--- src/rtl/pixel_out_serializer_if.sv ---
// Pixel-in / byte-out bus of pixel_out_serializer; master is the serializer.
// parity_o exists only when OUT_PARITY_EN is defined.
interface pixel_out_serializer_if #(
    parameter int MAX_PIXEL_BITS = 24
);
    logic                      byte_mode_i;
    logic                      px_rdy_i;
    logic [MAX_PIXEL_BITS-1:0] in_pixel_i;
    logic [7:0]                byte_o;
    logic                      byte_valid_o;
    logic                      byte_ack_i;
    logic                      fifo_full_o;
    logic                      overflow_o;
`ifdef OUT_PARITY_EN
    logic                      parity_o;
`endif

    modport master (
        input  byte_mode_i,
        input  px_rdy_i,
        input  in_pixel_i,
        input  byte_ack_i,
        output byte_o,
        output byte_valid_o,
        output fifo_full_o,
`ifdef OUT_PARITY_EN
        output parity_o,
`endif
        output overflow_o
    );

    modport slave (
        output byte_mode_i,
        output px_rdy_i,
        output in_pixel_i,
        output byte_ack_i,
        input  byte_o,
        input  byte_valid_o,
        input  fifo_full_o,
`ifdef OUT_PARITY_EN
        input  parity_o,
`endif
        input  overflow_o
    );
endinterface

--- src/rtl/pixel_out_serializer.sv ---
// Buffers px_rdy-qualified pixels in a small FIFO and emits them MSB-first as bytes
// over a valid/ack handshake. Optional feature macro: OUT_PARITY_EN (adds parity_o).
module pixel_out_serializer #(
    parameter int MAX_PIXEL_BITS = 24,
    parameter int FIFO_DEPTH     = 4
) (
    input  logic                  clk_i,
    input  logic                  nreset_i,
    pixel_out_serializer_if.master bus
);
    localparam int              PW       = $clog2(FIFO_DEPTH);
    localparam int              SW       = MAX_PIXEL_BITS - 8;
    localparam logic [PW:0]     DEPTH_C  = FIFO_DEPTH[PW:0];
    localparam logic [PW:0]     CNT_ONE  = 1;
    localparam logic [PW-1:0]   PTR_ONE  = 1;

    typedef enum logic {IDLE, SEND} state_t;

    state_t                    state_q;
    logic [MAX_PIXEL_BITS-1:0] mem [FIFO_DEPTH];
    logic [PW-1:0]             wr_ptr_q, rd_ptr_q;
    logic [PW:0]               count_q, count_d;
    logic [SW-1:0]             shift_q;
    logic [1:0]                bytes_left_q;
    logic [7:0]                byte_q;
    logic                      valid_q, full_q, ovf_q;
`ifdef OUT_PARITY_EN
    logic                      parity_q;
`endif

    logic                      push, pop;
    logic [MAX_PIXEL_BITS-1:0] pop_pixel;
    logic [7:0]                first_byte;

    // Fullness is judged on the pre-edge count, so a same-cycle pop never makes room.
    always_comb begin
        push       = bus.px_rdy_i && (count_q != DEPTH_C);
        pop        = 1'b0;
        pop_pixel  = mem[rd_ptr_q];
        first_byte = bus.byte_mode_i ? pop_pixel[7:0] : pop_pixel[MAX_PIXEL_BITS-1 -: 8];
        if (count_q != '0) begin
            if (state_q == IDLE) begin
                pop = 1'b1;
            end else if (bus.byte_ack_i && (bytes_left_q == 2'd1)) begin
                pop = 1'b1;
            end
        end
        count_d = count_q;
        if (push && !pop) begin
            count_d = count_q + CNT_ONE;
        end else if (!push && pop) begin
            count_d = count_q - CNT_ONE;
        end
    end

    always_ff @(posedge clk_i) begin
        if (push) begin
            mem[wr_ptr_q] <= bus.in_pixel_i;
        end
    end

    always_ff @(posedge clk_i or negedge nreset_i) begin
        if (!nreset_i) begin
            state_q      <= IDLE;
            wr_ptr_q     <= '0;
            rd_ptr_q     <= '0;
            count_q      <= '0;
            shift_q      <= '0;
            bytes_left_q <= '0;
            byte_q       <= '0;
            valid_q      <= 1'b0;
            full_q       <= 1'b0;
            ovf_q        <= 1'b0;
`ifdef OUT_PARITY_EN
            parity_q     <= 1'b0;
`endif
        end else begin
            count_q <= count_d;
            full_q  <= (count_d == DEPTH_C);
            if (push) begin
                wr_ptr_q <= wr_ptr_q + PTR_ONE;
            end
            if (bus.px_rdy_i && !push) begin
                ovf_q <= 1'b1;
            end
            if (pop) begin
                rd_ptr_q <= rd_ptr_q + PTR_ONE;
            end

            // A pop in SEND only happens on the last byte's ack: back-to-back, no bubble.
            if (pop) begin
                shift_q      <= pop_pixel[SW-1:0];
                byte_q       <= first_byte;
                bytes_left_q <= bus.byte_mode_i ? 2'd1 : 2'd3;
                valid_q      <= 1'b1;
                state_q      <= SEND;
`ifdef OUT_PARITY_EN
                parity_q     <= ^first_byte;
`endif
            end else if ((state_q == SEND) && bus.byte_ack_i) begin
                if (bytes_left_q != 2'd1) begin
                    byte_q       <= shift_q[SW-1 -: 8];
                    shift_q      <= {shift_q[SW-9:0], 8'h00};
                    bytes_left_q <= bytes_left_q - 2'd1;
`ifdef OUT_PARITY_EN
                    parity_q     <= ^shift_q[SW-1 -: 8];
`endif
                end else begin
                    valid_q <= 1'b0;
                    state_q <= IDLE;
                end
            end
        end
    end

    assign bus.byte_o       = byte_q;
    assign bus.byte_valid_o = valid_q;
    assign bus.fifo_full_o  = full_q;
    assign bus.overflow_o   = ovf_q;
`ifdef OUT_PARITY_EN
    assign bus.parity_o     = parity_q;
`endif
endmodule

--- src/flat_wrapper.sv ---
// flat-port wrapper written by rule: the top's interface ports become plain ports
module pixel_out_serializer_flat 
#(
    parameter int MAX_PIXEL_BITS = 24,
    parameter int FIFO_DEPTH     = 4
)
  (clk_i, nreset_i, bus_byte_mode_i, bus_px_rdy_i, bus_in_pixel_i, bus_byte_ack_i, bus_byte_o, bus_byte_valid_o, bus_fifo_full_o, bus_overflow_o);
  pixel_out_serializer_if #(.MAX_PIXEL_BITS(MAX_PIXEL_BITS)) bus_i ();
  input  logic clk_i;
  input  logic nreset_i;
  input wire logic [$bits(bus_i.byte_mode_i)-1:0] bus_byte_mode_i;
  input wire logic [$bits(bus_i.px_rdy_i)-1:0] bus_px_rdy_i;
  input wire logic [$bits(bus_i.in_pixel_i)-1:0] bus_in_pixel_i;
  input wire logic [$bits(bus_i.byte_ack_i)-1:0] bus_byte_ack_i;
  output wire logic [$bits(bus_i.byte_o)-1:0] bus_byte_o;
  output wire logic [$bits(bus_i.byte_valid_o)-1:0] bus_byte_valid_o;
  output wire logic [$bits(bus_i.fifo_full_o)-1:0] bus_fifo_full_o;
  output wire logic [$bits(bus_i.overflow_o)-1:0] bus_overflow_o;
  assign bus_i.byte_mode_i = bus_byte_mode_i;
  assign bus_i.px_rdy_i = bus_px_rdy_i;
  assign bus_i.in_pixel_i = bus_in_pixel_i;
  assign bus_i.byte_ack_i = bus_byte_ack_i;
  assign bus_byte_o = bus_i.byte_o;
  assign bus_byte_valid_o = bus_i.byte_valid_o;
  assign bus_fifo_full_o = bus_i.fifo_full_o;
  assign bus_overflow_o = bus_i.overflow_o;
  pixel_out_serializer #(.MAX_PIXEL_BITS(MAX_PIXEL_BITS), .FIFO_DEPTH(FIFO_DEPTH)) u_core (.clk_i(clk_i), .nreset_i(nreset_i), .bus(bus_i));
endmodule
--- config.mk ---
export PLATFORM = sky130hd
export DESIGN_NAME = pixel_out_serializer_flat
export DESIGN_NICKNAME = d
export VERILOG_FILES = /design/src/rtl/pixel_out_serializer_if.sv /design/src/rtl/pixel_out_serializer.sv /design/src/flat_wrapper.sv
export SDC_FILE = /design/constraint.sdc
export NUM_CORES = 1
export LEC_CHECK = 0
export BUFFER_PORTS_ARGS = -buffer_cell sky130_fd_sc_hd__buf_4
export CAP_MARGIN = 0
export CORE_AREA = 4 4 105 107
export DETAILED_ROUTE_END_ITERATION = 8
export DIE_AREA = 0 0 109 111
export GPL_TIMING_DRIVEN = 1
export PLACE_DENSITY = 0.74
export RECOVER_POWER = 50
export SLEW_MARGIN = 20
export SYNTH_ARGS = -nofsm -noshare
export SYNTH_HDL_FRONTEND = slang
export SYNTH_SLANG_ARGS = --single-unit
--- constraint.sdc ---
create_clock -name clk_i -period 1.9 [get_ports clk_i]
set_input_delay 0.38 -clock clk_i [delete_from_list [all_inputs] [get_ports clk_i]]
set_output_delay 0.38 -clock clk_i [all_outputs]
set_load 0.05 [all_outputs]
==> key figures <==
Outcome
  • Status: finished, final reports clean

Power
  • Static Leak: 2.39 nW
  • Clk network pwr share: a little under a third
  • Peak VDD IR: ~0.00078 V
  • Comb pwr share: between 30 and 40%
  • Register share of total power: roughly 38%
  • Switching Fraction: 31.4%
  • Switch Pwr: between 3 and 4 mW
  • PD cells: ~1700 nW/um^2
  • Internal: 7.71 mW

Synthesis
  • Mean Syn Cell Area: roughly 18 um^2
  • Syn Nets: approximately 330
  • Mapped Cells: about 300
  • Unique cell type count in the Yosys netlist: 41
  • Synth top area cells: edfxtp_1 54%, dfrtp_1 17%, mux4_2 11%
  • Register bit count reported by yosys: around 130
  • Largest area contributor in the netlist: edfxtp_1
  • Post-synthesis cell area: around 5300 um^2
  • Top cell type's share of synthesized area: between 50% and 60%
  • Ys Warns: 0
  • Seq/Total Area, Yosys: 70.9%

Run
  • Max Cap Violations: 0

Cells and area
  • Antenna Cells: 0
  • Most frequent cells in the layout: 96 x edfxtp_1, 36 x dfrtp_1, 27 x mux4_2
  • Final Util: between 60 and 70%
  • Most common cell after layout, fill and taps aside: edfxtp_1
  • Final #Nets: 401
  • Synth-to-Final Area Change: 22.5%
  • Layout cell share with drive strength beyond 1: about 28%

GRT
  • Antenna violations before repair: 0
  • Largest net degree at the start of global routing: 37
  • Layer with the highest usage: met2
  • Global routing usage on met3: just over 6%
  • Vias in the first global route: a little over 3000
  • Global route overflow: 0
  • GR met2 Demand/Resource: between 20% and 30%
  • First-pass GRT wire length: ~17 mm
  • GR Util met1: between 20% and 30%
  • Tot GR Track Use: 19.1%

Clock tree
  • Root Driver: clkbuf_8
  • H-tree Lvls: 4
  • Worst skew pair latency: 520 ps
  • Cts bufs inserted: 17
  • Worst-path clk slew: about 60 ps
  • CTS tree: built
  • CTS Sinks: about 130
  • CTS Buffer Depth: 2
  • # Post-CTS Setup Buffers: 0

Floorplanning
  • Number of I/O pins: 40
  • Core Rows: 37
  • Die area: roughly 12000 um^2
  • Die width: around 110 um
  • Vert. Die Dim: about 110 um
  • Core ar.: 10100 um^2
  • Initial Util: 52.7%

Critical path
  • Worst Path Required: about 2100 ps
  • FF-to-FF Start: u_core.count_q[1]$_DFF_PN0_
  • Crit Path Class: reg2reg
  • Path depth of the worst reg2reg path: 7
  • Critical Path Fanout Max: 13
  • Crit path launch type: register
  • WP data arrival: around 2000 ps
  • R2R Setup Slk: about 90 ps
  • Setup crit end kind: register
  • Crit Reg-Reg Endpoint: u_core.mem[1][14]$_DFFE_PP_

Drt
  • DRC viols: 0
  • Detailed router's first-iteration violation count: between 200 and 250
  • Routed wire length per instance: ~20 um
  • Vias post-DR: 2913
  • Remaining antenna violation count: 0
  • WL final: about 10 mm
  • Pre-Repair DR Iteration Count: 4
  • Drt via density: between 5 and 6

Placed design
  • Place WS: -95.7 ps
  • Detail Placement HPWL: 6.60 mm
  • IO Port Bufs: 39
  • GP Congestion: around 0.83

Timing
  • Fraction of the cycle the final worst path needs: around 95%
  • Rel. slew slack: 38.8%
  • Worst hold slack: 110 ps
  • Final Critical Period: roughly 1800 ps
  • Final setup violation count: 0
  • PnR worst setup slack: around 90 ps
  • Fin. Hold Viols: 0
  • RSZ-0062 raised after global routing: no
  • Clk_skew: roughly 7.5 ps
  • Least-Margin Pin Slew: slightly above 900 ps
  • Max Slew Vio Count: 0
  • FMAX: 553 MHz

Hold path
  • Hold_sp: bus_in_pixel_i[5]
  • Hold path depth: 1
  • Worst hold path type: in2reg
  • Worst hold path endpoint: u_core.mem[2][5]$_DFFE_PP_
==> metal layers <==
layer	vias up	share of wire [%]
li1	1327	-
met1	1504	43
met2	69	51
met3	13	4.7
met4	0	1.4
met5	-	0
==> synth_stat cells <==
library cell / instances
a211oi_1: 3
a21bo_2: 2
a21boi_1: 1
a21boi_2: 1
a21oi_1: 6
a21oi_2: 1
a22o_1: 8
a22oi_1: 1
a2bb2oi_2: 1
a31o_2: 1
and2_1: 4
and2b_1: 1
and4_1: 1
and4b_1: 1
buf_2: 8
buf_4: 1
buf_6: 4
clkbuf_1: 1
dfrtp_1: 36
edfxtp_1: 96
ha_1: 8
inv_1: 6
mux2i_1: 8
mux4_2: 27
nand2_1: 17
nand2b_1: 2
nand3_1: 5
nand4_1: 2
nand4b_1: 1
nor2_1: 2
nor2b_1: 2
nor2b_2: 1
nor3_1: 2
nor4bb_1: 1
o211a_1: 1
o211ai_1: 3
o21ai_0: 4
o21ai_1: 7
o22ai_1: 14
or2_1: 1
xnor2_1: 5
==> stage by stage <==
stage                     cells  power [mW]  instance area [um^2]  setup TNS [ps]
after floorplan             297        6.67                  5350               0
after global placement      480        7.85                  6000           -45.0
after detailed placement    480        7.95                  6000           -95.7
after CTS                   513        11.4                  6630               0
after global routing        513        11.9                  6540               0
final                       513        11.2                  6540               0
==> worst max-delay path by stage <==
stage | startpoint | endpoint | slack [ps] | cells past startpoint
5_1_grt | u_core.count_q[1]$_DFF_PN0_ | u_core.bytes_left_q[1]$_DFFE_PN0P_ | 3 | 8
4_1_cts | u_core.count_q[1]$_DFF_PN0_ | u_core.mem[2][13]$_DFFE_PP_ | 40 | 7
3_5_place_dp | u_core.count_q[1]$_DFF_PN0_ | u_core.rd_ptr_q[1]$_DFFE_PN0N_ | -100 | 6
6_report | u_core.count_q[1]$_DFF_PN0_ | u_core.mem[1][14]$_DFFE_PP_ | 90 | 7
3_3_place_gp | u_core.count_q[1]$_DFF_PN0_ | u_core.rd_ptr_q[1]$_DFFE_PN0N_ | -50 | 6
2_1_floorplan | u_core.count_q[0]$_DFF_PN0_ | u_core.mem[0][0]$_DFFE_PP_ | 80 | 4
==> flip-flops by register name (all words and copies together) (netlist names) <==
name / cells
u_core.wr_ptr_q: 2
u_core.count_q: 3
u_core.mem: 96
u_core.shift_q: 16
u_core.bus.byte_valid_o: 1
u_core.bus.byte_o: 8
u_core.bus.overflow_o: 1
u_core.bus.fifo_full_o: 1
u_core.bytes_left_q: 2
u_core.rd_ptr_q: 2
==> cell type report <==
cell class,count,area [um^2]
clock inverters,14,201
repair buffers,62,488
well taps,136,170
clock buffers,18,418
flip-flops and latches,132,3780
multi-input cells,145,1460
inverters,6,22.5
fillers,705,3600
==> critical path, stage by stage (launching register included) <==
cell and delay [ps]:
dfrtp_1 380, inv_1 90, ha_1 210, buf_4 150
a21boi_2 120, buf_4 180, and2_2 220, buf_12 160
==> cells by family (layout without fill, tap and decap cells) <==
logic type	after synthesis	after routing	synth area share (%)
adders and majority gates	8	8	1.87
AOI/OAI and AO/OA	54	54	7.05
buffers and inverters	20	100	2.23
and+or+nand+nor	43	43	4.29
muxes	35	35	12.9
xor gates and xnor gates	5	5	0.820
DFF	132	132	70.9
==> power groups by stage <==
stage / Sequential [mW] / Combinational [mW] / Clock, mW
floorplan: 4.49 / 2.19 / 0
global route: 4.31 / 3.95 / 3.63
finish: 4.24 / 3.63 / 3.37
detailed placement: 4.28 / 3.67 / 0
global placement: 4.25 / 3.60 / 0
CTS: 4.24 / 3.71 / 3.43
==> timing repair <==
action / CTS / global route
gates resized for setup: 1 / 3
endpoints found under the setup margin: 3 / 17
endpoints found under the hold margin: 36 / 0
hold buffers: 1 / 0
(Power assumes the default switching activity.)
